==> config.mk <==
export PLATFORM = sky130hd
export DESIGN_NAME = as_alurv_mc
export DESIGN_NICKNAME = d
export VERILOG_FILES = /design/src/rtl/as_alurv_mc_pkg.sv /design/src/rtl/as_alurv_mc_mul.sv /design/src/rtl/as_alurv_mc.sv
export SDC_FILE = /design/constraint.sdc
export NUM_CORES = 2
export LEC_CHECK = 0
export BUFFER_PORTS_ARGS = -buffer_cell sky130_fd_sc_hd__buf_2
export CAP_MARGIN = 5
export CORE_UTILIZATION = 40
export CTS_CLUSTER_SIZE = 25
export DETAILED_ROUTE_END_ITERATION = 10
export PLACE_DENSITY = 0.67
export SYNTH_ARGS = -nofsm -noshare
export SYNTH_HDL_FRONTEND = slang
export SYNTH_SLANG_ARGS = --single-unit
==> constraint.sdc <==
create_clock -name clk_i -period 7.83 [get_ports clk_i]
set_clock_uncertainty 0.05 [all_clocks]
set_input_delay 0.3915 -clock clk_i [delete_from_list [all_inputs] [get_ports clk_i]]
set_output_delay 0.3915 -clock clk_i [all_outputs]
set_load 0.1 [all_outputs]
==> src/rtl/as_alurv_mc_pkg.sv <==
//------------------------------------------------------------------------------
// Module      : as_pack
// Description : Shared opcode/state types for the multi-cycle RV integer ALU.
// Revision    : 1.0 - initial release
//------------------------------------------------------------------------------
`default_nettype none

package as_pack;

  localparam int ALUSEL_W = 4;

  typedef enum logic [ALUSEL_W-1:0] {
    ADD  = 4'd0,
    SUB  = 4'd1,
    AND  = 4'd2,
    OR   = 4'd3,
    XOR  = 4'd4,
    SLT  = 4'd5,
    SLTU = 4'd6,
    SLL  = 4'd7,
    SRL  = 4'd8,
    SRA  = 4'd9,
    MUL  = 4'd10
  } alu_op_e;

  typedef enum logic [1:0] {
    IDLE = 2'd0,
    EXEC = 2'd1,
    DONE = 2'd2
  } alu_st_e;

  function automatic logic isShift(input logic [ALUSEL_W-1:0] sel);
    return (sel == SLL) || (sel == SRL) || (sel == SRA);
  endfunction

endpackage

`default_nettype wire

==> src/rtl/as_alurv_mc_mul.sv <==
//------------------------------------------------------------------------------
// Module      : as_alurv_mul
// Description : Iterative shift-add multiplier, low XLEN bits, one bit/cycle.
// Revision    : 1.0 - initial release
//------------------------------------------------------------------------------
`default_nettype none

module as_alurv_mul #(
  parameter int XLEN = 64
) (
  input  logic            clk_i,
  input  logic            rst_i,
  input  logic            start_i,
  input  logic [XLEN-1:0] a_i,
  input  logic [XLEN-1:0] b_i,
  output logic            done_o,
  output logic [XLEN-1:0] product_o
);

  localparam int CNT_W = $clog2(XLEN);

  logic [XLEN-1:0]  r_mcand;
  logic [XLEN-1:0]  r_mplier;
  logic [XLEN-1:0]  r_acc;
  logic [CNT_W-1:0] r_cnt;
  logic             r_busy;
  logic             r_done;

  // Bit 0 is consumed on the start edge, so done rises after XLEN steps total.
  always_ff @(posedge clk_i) begin
    if (rst_i) begin
      r_mcand  <= '0;
      r_mplier <= '0;
      r_acc    <= '0;
      r_cnt    <= '0;
      r_busy   <= 1'b0;
      r_done   <= 1'b0;
    end else begin
      r_done <= 1'b0;
      if (start_i) begin
        r_mcand  <= a_i << 1;
        r_mplier <= b_i >> 1;
        r_acc    <= b_i[0] ? a_i : '0;
        r_cnt    <= CNT_W'(1);
        r_busy   <= 1'b1;
      end else if (r_busy) begin
        if (r_mplier[0]) begin
          r_acc <= r_acc + r_mcand;
        end
        r_mcand  <= r_mcand << 1;
        r_mplier <= r_mplier >> 1;
        r_cnt    <= r_cnt + CNT_W'(1);
        if (r_cnt == CNT_W'(XLEN-1)) begin
          r_busy <= 1'b0;
          r_done <= 1'b1;
        end
      end
    end
  end

  assign done_o    = r_done;
  assign product_o = r_acc;

endmodule

`default_nettype wire

==> src/rtl/as_alurv_mc.sv <==
//------------------------------------------------------------------------------
// Module      : as_alurv_mc
// Description : Multi-cycle RV32I/RV64I integer ALU with valid/ready handshake.
// Revision    : 1.0 - initial release
//------------------------------------------------------------------------------
`default_nettype none

module as_alurv_mc
  import as_pack::*;
#(
  parameter int XLEN       = 64,
  parameter int SHIFT_ITER = 0
) (
  input  logic                clk_i,
  input  logic                rst_i,
  input  logic                in_valid_i,
  output logic                in_ready_o,
  input  logic [XLEN-1:0]     data01_i,
  input  logic [XLEN-1:0]     data02_i,
  input  logic [ALUSEL_W-1:0] aluSel_i,
  output logic                out_valid_o,
  input  logic                out_ready_i,
  output logic [XLEN-1:0]     aluResult_o,
  output logic                aluZero_o,
  output logic                aluNega_o,
  output logic                aluCarr_o,
  output logic                aluOver_o,
  output logic                aluIll_o
);

  localparam int SHAMT_W = $clog2(XLEN);

  alu_st_e            r_state;
  alu_st_e            w_stateNext;
  alu_op_e            r_op;
  logic [XLEN-1:0]    r_shVal;
  logic [SHAMT_W-1:0] r_shCnt;
  logic [XLEN-1:0]    r_result;
  logic               r_zero;
  logic               r_nega;
  logic               r_carr;
  logic               r_over;
  logic               r_ill;

  logic [SHAMT_W-1:0] w_shamtIn;
  logic               w_accept;
  logic               w_iter;
  logic               w_isSub;
  logic [XLEN-1:0]    w_bOp;
  logic [XLEN:0]      w_sum;
  logic               w_ovf;
  logic [XLEN-1:0]    w_res;
  logic               w_carr;
  logic               w_over;
  logic               w_ill;
  logic [XLEN-1:0]    w_shStep;
  logic [XLEN-1:0]    w_execRes;
  logic               w_execDone;
  logic               w_mulStart;
  logic               w_mulDone;
  logic [XLEN-1:0]    w_mulProd;

  assign w_shamtIn  = data02_i[SHAMT_W-1:0];
  assign w_accept   = in_valid_i && (r_state == IDLE);
  // A zero-distance shift has nothing to iterate, so it completes like a one-cycle op.
  assign w_iter     = (aluSel_i == MUL) ||
                      ((SHIFT_ITER != 0) && isShift(aluSel_i) && (w_shamtIn != '0));
  assign w_mulStart = w_accept && (aluSel_i == MUL);

  as_alurv_mul #(
    .XLEN (XLEN)
  ) u_mul (
    .clk_i     (clk_i),
    .rst_i     (rst_i),
    .start_i   (w_mulStart),
    .a_i       (data01_i),
    .b_i       (data02_i),
    .done_o    (w_mulDone),
    .product_o (w_mulProd)
  );

  // Single-cycle datapath; the XLEN+1 bit sum keeps the carry for flag extraction.
  always_comb begin
    w_isSub = (aluSel_i == SUB) || (aluSel_i == SLT) || (aluSel_i == SLTU);
    w_bOp   = w_isSub ? ~data02_i : data02_i;
    w_sum   = {1'b0, data01_i} + {1'b0, w_bOp} + {{XLEN{1'b0}}, w_isSub};
    w_ovf   = (data01_i[XLEN-1] == w_bOp[XLEN-1]) && (w_sum[XLEN-1] != data01_i[XLEN-1]);
    w_res   = '0;
    w_carr  = 1'b0;
    w_over  = 1'b0;
    w_ill   = 1'b0;
    case (aluSel_i)
      ADD, SUB: begin
        w_res  = w_sum[XLEN-1:0];
        w_carr = w_sum[XLEN];
        w_over = w_ovf;
      end
      AND:  w_res = data01_i & data02_i;
      OR:   w_res = data01_i | data02_i;
      XOR:  w_res = data01_i ^ data02_i;
      SLT:  w_res = {{(XLEN-1){1'b0}}, w_sum[XLEN-1] ^ w_ovf};
      SLTU: w_res = {{(XLEN-1){1'b0}}, ~w_sum[XLEN]};
      SLL:  w_res = data01_i << w_shamtIn;
      SRL:  w_res = data01_i >> w_shamtIn;
      SRA:  w_res = $unsigned($signed(data01_i) >>> w_shamtIn);
      MUL:  w_res = '0;
      default: w_ill = 1'b1;
    endcase
  end

  always_comb begin
    w_shStep = r_shVal;
    case (r_op)
      SLL:     w_shStep = {r_shVal[XLEN-2:0], 1'b0};
      SRL:     w_shStep = {1'b0, r_shVal[XLEN-1:1]};
      SRA:     w_shStep = {r_shVal[XLEN-1], r_shVal[XLEN-1:1]};
      default: w_shStep = r_shVal;
    endcase
  end

  assign w_execDone = (r_op == MUL) ? w_mulDone : (r_shCnt == SHAMT_W'(1));
  assign w_execRes  = (r_op == MUL) ? w_mulProd : w_shStep;

  always_ff @(posedge clk_i) begin
    if (rst_i) begin
      r_state <= IDLE;
    end else begin
      r_state <= w_stateNext;
    end
  end

  always_comb begin
    w_stateNext = r_state;
    case (r_state)
      IDLE:    if (in_valid_i)  w_stateNext = w_iter ? EXEC : DONE;
      EXEC:    if (w_execDone)  w_stateNext = DONE;
      DONE:    if (out_ready_i) w_stateNext = IDLE;
      default: w_stateNext = IDLE;
    endcase
  end

  always_ff @(posedge clk_i) begin
    if (rst_i) begin
      r_op     <= ADD;
      r_shVal  <= '0;
      r_shCnt  <= '0;
      r_result <= '0;
      r_zero   <= 1'b0;
      r_nega   <= 1'b0;
      r_carr   <= 1'b0;
      r_over   <= 1'b0;
      r_ill    <= 1'b0;
    end else if (w_accept) begin
      r_op    <= alu_op_e'(aluSel_i);
      r_shVal <= data01_i;
      r_shCnt <= w_shamtIn;
      if (!w_iter) begin
        r_result <= w_res;
        r_zero   <= (w_res == '0);
        r_nega   <= w_res[XLEN-1];
        r_carr   <= w_carr;
        r_over   <= w_over;
        r_ill    <= w_ill;
      end
    end else if (r_state == EXEC) begin
      r_shVal <= w_shStep;
      r_shCnt <= r_shCnt - SHAMT_W'(1);
      if (w_execDone) begin
        r_result <= w_execRes;
        r_zero   <= (w_execRes == '0);
        r_nega   <= w_execRes[XLEN-1];
        r_carr   <= 1'b0;
        r_over   <= 1'b0;
        r_ill    <= 1'b0;
      end
    end
  end

  assign in_ready_o  = (r_state == IDLE);
  assign out_valid_o = (r_state == DONE);
  assign aluResult_o = r_result;
  assign aluZero_o   = r_zero;
  assign aluNega_o   = r_nega;
  assign aluCarr_o   = r_carr;
  assign aluOver_o   = r_over;
  assign aluIll_o    = r_ill;

endmodule

`default_nettype wire

==> impl_metrics.prom <==
# TYPE chip_impl_metric gauge
chip_impl_metric{name="detail_route.first_pass.iterations",unit=""} 10
chip_impl_metric{name="combPwrFrac",unit=""} 0.411
chip_impl_info{name="critical_path.reg2reg.startpoint",value="r_state[0]"} 1
chip_impl_metric{name="power_switching",unit="mW"} 3.125
chip_impl_metric{name="area.growth.synth_to_final",unit="%"} 9.705
chip_impl_info{name="ranking_of_synthesized_cells_by_area",value="sky130_fd_sc_hd__dfxtp_1, sky130_fd_sc_hd__ha_1, sky130_fd_sc_hd__nor2_1"} 1
chip_impl_metric{name="synthesis.area_per_instance",unit="µm²"} 7.426
chip_impl_metric{name="seq_area_frac_synth",unit=""} 0.1778
chip_impl_metric{name="static-leakage-power",unit="nW"} 17.28
chip_impl_metric{name="rows",unit=""} 113
chip_impl_info{name="critical_path.startpoint",value="aluSel_i[1]"} 1
chip_impl_metric{name="grt_remaining_overflow",unit=""} 0
chip_impl_metric{name="clock_path_buffers",unit=""} 3
chip_impl_metric{name="instances_no_fill",unit=""} 6413
chip_impl_metric{name="cellInternalPower",unit="mW"} 3.959
chip_impl_metric{name="drt_drc_violations_left",unit=""} 0
chip_impl_metric{name="yosys_warnings",unit=""} 0
chip_impl_metric{name="rrSetupSlack",unit="ns"} 2.78
chip_impl_metric{name="die_height",unit="µm"} 312.2
chip_impl_metric{name="synth-edff-count",unit=""} 0
chip_impl_info{name="clock_tree.root_cell",value="sky130_fd_sc_hd__clkbuf_16"} 1
chip_impl_metric{name="fin_crit",unit="ns"} 6.315
chip_impl_info{name="synth.top_cells.by_count",value="sky130_fd_sc_hd__nor2_1, sky130_fd_sc_hd__a21oi_1, sky130_fd_sc_hd__clkbuf_1"} 1
chip_impl_metric{name="worst_ep_required_time",unit="ns"} 8.35
chip_impl_metric{name="placed_cells",unit=""} 6311
chip_impl_metric{name="grt_max_degree",unit=""} 142
chip_impl_info{name="grt_setup_unrepaired",value="no"} 1
chip_impl_metric{name="cts_buffers",unit=""} 43
chip_impl_metric{name="clock_transition_at_the_registers_of_the_reported_paths",unit="ns"} 0.06
chip_impl_info{name="failed_checks",value="slew limit"} 1
chip_impl_metric{name="postSynthRegisterBits",unit=""} 342
chip_impl_metric{name="fin_total_pwr",unit="mW"} 7.084
chip_impl_metric{name="wl",unit="µm"} 227700
chip_impl_metric{name="n_fill_cell",unit=""} 9702
chip_impl_metric{name="worst_slew_pin_slew",unit="ns"} 1.537
chip_impl_metric{name="crit_fanout",unit=""} 35
chip_impl_metric{name="postLayoutCoreUtil",unit=""} 0.4438
chip_impl_metric{name="global_route.usage.total",unit=""} 0.4482
chip_impl_metric{name="floorplan.initialDensity",unit=""} 0.4046
chip_impl_info{name="synth_area_leader_cell",value="sky130_fd_sc_hd__dfxtp_1"} 1
chip_impl_metric{name="final_max_slew_viol_count",unit=""} 2
chip_impl_metric{name="floorplan.core_area",unit="mm²"} 0.09515
chip_impl_metric{name="worst_skew_pair.late_latency",unit="ns"} 0.65
chip_impl_metric{name="layout_worst_path_cycle_share",unit=""} 0.8065
chip_impl_metric{name="cts-htree-levels",unit=""} 2
chip_impl_metric{name="ir_drop",unit="mV"} 0.1539
chip_impl_info{name="timing_worst_setup_path_type",value="in2reg"} 1
chip_impl_metric{name="number_of_cells_on_the_worst_reg_to_reg_path",unit=""} 13
chip_impl_metric{name="gp_congestion",unit=""} 1.090
chip_impl_info{name="tritoncts",value="yes"} 1
chip_impl_metric{name="port-buffer-count",unit=""} 206
chip_impl_metric{name="synth.distinct_cells",unit=""} 92
chip_impl_info{name="outcome",value="finished with violations"} 1
chip_impl_metric{name="critPathArrivalTime",unit="ns"} 6.83
chip_impl_metric{name="setup-tns-final",unit="ns"} 0
chip_impl_metric{name="swShare",unit=""} 0.4411
chip_impl_info{name="hold_path_startpoint",value="data02_i[60]"} 1
chip_impl_metric{name="antenna_left",unit=""} 0
chip_impl_info{name="ys_dominant_reg_cell",value="sky130_fd_sc_hd__dfxtp_1"} 1
chip_impl_info{name="hp-class",value="in2reg"} 1
chip_impl_metric{name="wl_per_cell",unit="µm"} 35.50
chip_impl_info{name="critPathCaptureType",value="register"} 1
chip_impl_metric{name="post_synth_instance_area",unit="mm²"} 0.03850
chip_impl_metric{name="min_delay_path_depth",unit=""} 3
chip_impl_metric{name="seqPwrFrac",unit=""} 0.268
chip_impl_metric{name="maxClockFrequency",unit="GHz"} 0.1584
chip_impl_metric{name="setup_viol_count_final",unit=""} 0
chip_impl_info{name="synthMostInstantiatedCell",value="sky130_fd_sc_hd__nor2_1"} 1
chip_impl_info{name="start_kind",value="input port"} 1
chip_impl_info{name="hold_ep",value="u_mul.r_mplier[59]"} 1
chip_impl_metric{name="detailedPlacementHpwl",unit="µm"} 174100
chip_impl_metric{name="layout_cell_share_with_drive_strength_beyond_1",unit=""} 0.1311
chip_impl_metric{name="detailroute.via_count",unit=""} 44340
chip_impl_metric{name="syn-num-nets",unit=""} 5579
chip_impl_metric{name="synthesized_instance_count",unit=""} 5184
chip_impl_metric{name="wire_length_of_the_first_global_routing_pass",unit="µm"} 316000
chip_impl_metric{name="pwr_density_cell",unit="mW/mm²"} 167.7
chip_impl_metric{name="cts.repair_timing.setup_buffer_count",unit=""} 0
chip_impl_metric{name="fp.dieW",unit="µm"} 312.2
chip_impl_metric{name="max_cap_viol_count",unit=""} 0
chip_impl_metric{name="grt_pass1_vias",unit=""} 40630
chip_impl_metric{name="route.detailed.vias_per_inst",unit=""} 6.914
chip_impl_metric{name="fin_nets",unit=""} 5502
chip_impl_metric{name="synth_async_sr_flop_share",unit=""} 0
chip_impl_metric{name="drt_first_iter_violations",unit=""} 6630
chip_impl_metric{name="grt_antenna_before_repair",unit=""} 25
chip_impl_metric{name="total_clock_sinks",unit=""} 342
chip_impl_metric{name="die_outline_area",unit="mm²"} 0.09749
chip_impl_metric{name="maxSlewHeadroom",unit=""} -0.02467
chip_impl_info{name="crit-reg2reg-capture",value="aluZero_o"} 1
chip_impl_metric{name="top_level_ports",unit=""} 207
chip_impl_metric{name="hold_viol_final",unit=""} 0
chip_impl_metric{name="netlist.area_leader.share",unit=""} 0.1778
chip_impl_metric{name="power_frac_clock",unit=""} 0.321
[worst max-delay path, stage by stage]
cell and delay (ns):
sky130_fd_sc_hd__buf_2 0.43, sky130_fd_sc_hd__and3b_1 0.26, sky130_fd_sc_hd__nor2_1 0.07, sky130_fd_sc_hd__nor2_4 0.27, sky130_fd_sc_hd__buf_12 0.30, sky130_fd_sc_hd__xnor2_1 0.17, sky130_fd_sc_hd__ha_1 0.36, sky130_fd_sc_hd__a21o_1 0.23
sky130_fd_sc_hd__o21bai_1 0.21, sky130_fd_sc_hd__a221oi_1 0.81, sky130_fd_sc_hd__and2_1 0.32, sky130_fd_sc_hd__a2111oi_0 0.15, sky130_fd_sc_hd__a211oi_2 0.40, sky130_fd_sc_hd__o211ai_1 0.17, sky130_fd_sc_hd__nor4_1 0.65, sky130_fd_sc_hd__nand4_1 0.23
sky130_fd_sc_hd__nor4b_2 0.36, sky130_fd_sc_hd__nand2_1 0.16, sky130_fd_sc_hd__or4_1 0.57, sky130_fd_sc_hd__o32ai_2 0.26
[stage by stage]
| step | hold slack, ns | area (µm²) | setup slack, ns |
|---|---|---|---|
| 2_1_floorplan | 0.3867 | 38500 | 1.765 |
| 3_3_place_gp | 0.3870 | 40480 | 1.027 |
| 3_5_place_dp | 0.3908 | 40480 | 0.9784 |
| 4_1_cts | 0.0007734 | 42220 | 1.640 |
| 5_1_grt | 0.01464 | 42220 | 1.353 |
| 6_report | 0.006082 | 42230 | 1.515 |
[how the worst max path moves through the flow]
stage / endpoint / slack, ns / cells after the start
floorplan: aluZero_o / 1.76 / 22
global placement: aluZero_o / 1.03 / 20
detailed placement: aluZero_o / 0.98 / 20
CTS: aluZero_o / 1.64 / 20
global route: aluZero_o / 1.35 / 20
finish: aluZero_o / 1.52 / 20
[registers in the layout, summed over array words and instances, names as in the netlist]
signal,cells
r_op,4
u_mul.done_o,1
r_shVal,64
aluOver_o,1
u_mul.r_mcand,63
u_mul.r_cnt,6
aluResult_o,64
aluZero_o,1
u_mul.product_o,64
u_mul.r_mplier,63
u_mul.r_busy,1
aluCarr_o,1
r_state,2
aluIll_o,1
r_shCnt,6
[kinds of logic (layout without fill, tap and decap cells)]
logic type	after synthesis	after routing	synth area share
AND/OR/NAND/NOR	1718	1718	0.2009
AO/OA/AOI/OAI	1605	1605	0.2818
buffers and inverters	667	624	0.06978
multiplexers	452	452	0.1530
flip-flops	342	342	0.1778
adder cells (fa/ha/maj)	259	259	0.08457
XOR/XNOR	141	141	0.03208
other	0	7	0
[placed cells by master, fill, tap and decap left out, types with 34 or more instances in the layout]
cell | Yosys | layout
sky130_fd_sc_hd__nor3_1 | 161 | 159
sky130_fd_sc_hd__a22o_1 | 66 | 66
sky130_fd_sc_hd__nand2_1 | 339 | 338
sky130_fd_sc_hd__mux2_2 | 58 | 58
sky130_fd_sc_hd__xor2_1 | 34 | 34
sky130_fd_sc_hd__inv_1 | 175 | 172
sky130_fd_sc_hd__ha_1 | 257 | 257
sky130_fd_sc_hd__nand4_1 | 65 | 65
sky130_fd_sc_hd__buf_2 | 34 | 201
sky130_fd_sc_hd__a211oi_1 | 223 | 222
sky130_fd_sc_hd__dfxtp_1 | 342 | 339
sky130_fd_sc_hd__clkbuf_16 | 0 | 43
sky130_fd_sc_hd__a21oi_1 | 467 | 467
sky130_fd_sc_hd__o211ai_1 | 65 | 65
sky130_fd_sc_hd__nand3_1 | 106 | 106
sky130_fd_sc_hd__a22oi_1 | 49 | 49
sky130_fd_sc_hd__mux4_2 | 103 | 103
sky130_fd_sc_hd__buf_4 | 9 | 142
sky130_fd_sc_hd__nor2_1 | 790 | 781
sky130_fd_sc_hd__mux2i_1 | 289 | 288
sky130_fd_sc_hd__a221oi_1 | 41 | 41
sky130_fd_sc_hd__a21o_1 | 85 | 85
sky130_fd_sc_hd__o21ai_0 | 201 | 200
sky130_fd_sc_hd__o22ai_1 | 47 | 47
sky130_fd_sc_hd__xnor2_1 | 107 | 107
[power groups by stage]
stage / Sequential [mW] / Clock, mW / Combinational [mW]
final: 1.90 / 2.28 / 2.91
after global routing: 1.90 / 2.36 / 2.98
after CTS: 1.89 / 2.29 / 2.77
after detailed placement: 1.93 / 0 / 2.75
after global placement: 1.93 / 0 / 2.77
after floorplan: 2.10 / 0 / 1.49
[metal layers]
layer,GRT usage,vias to the layer above,wire length (µm)
met5,0,-,128
met2,0.6525,3067,93740
li1,-,19080,-
met1,0.5856,21510,91080
met3,0.1262,663,26690
met4,0.2679,20,16050
[timing repair]
item | CTS | global route
resized for setup | 0 | 0
hold buffers | 16 | 0
endpoints found under the hold margin | 16 | 0
[layout make-up]
| class | instances | area, µm² | area share |
|---|---|---|---|
| well taps | 1265 | 1583 | 0.03748 |
| multi-input cells | 4175 | 29150 | 0.6901 |
| inverters | 177 | 664.4 | 0.01573 |
| clock buffers | 49 | 1139 | 0.02696 |
| diodes | 7 | 17.52 | 0.0004148 |
| flip-flops and latches | 342 | 6853 | 0.1623 |
| repair buffers | 368 | 2394 | 0.05667 |
| clock inverters | 30 | 436.7 | 0.01034 |
(Power assumes the default switching activity.)
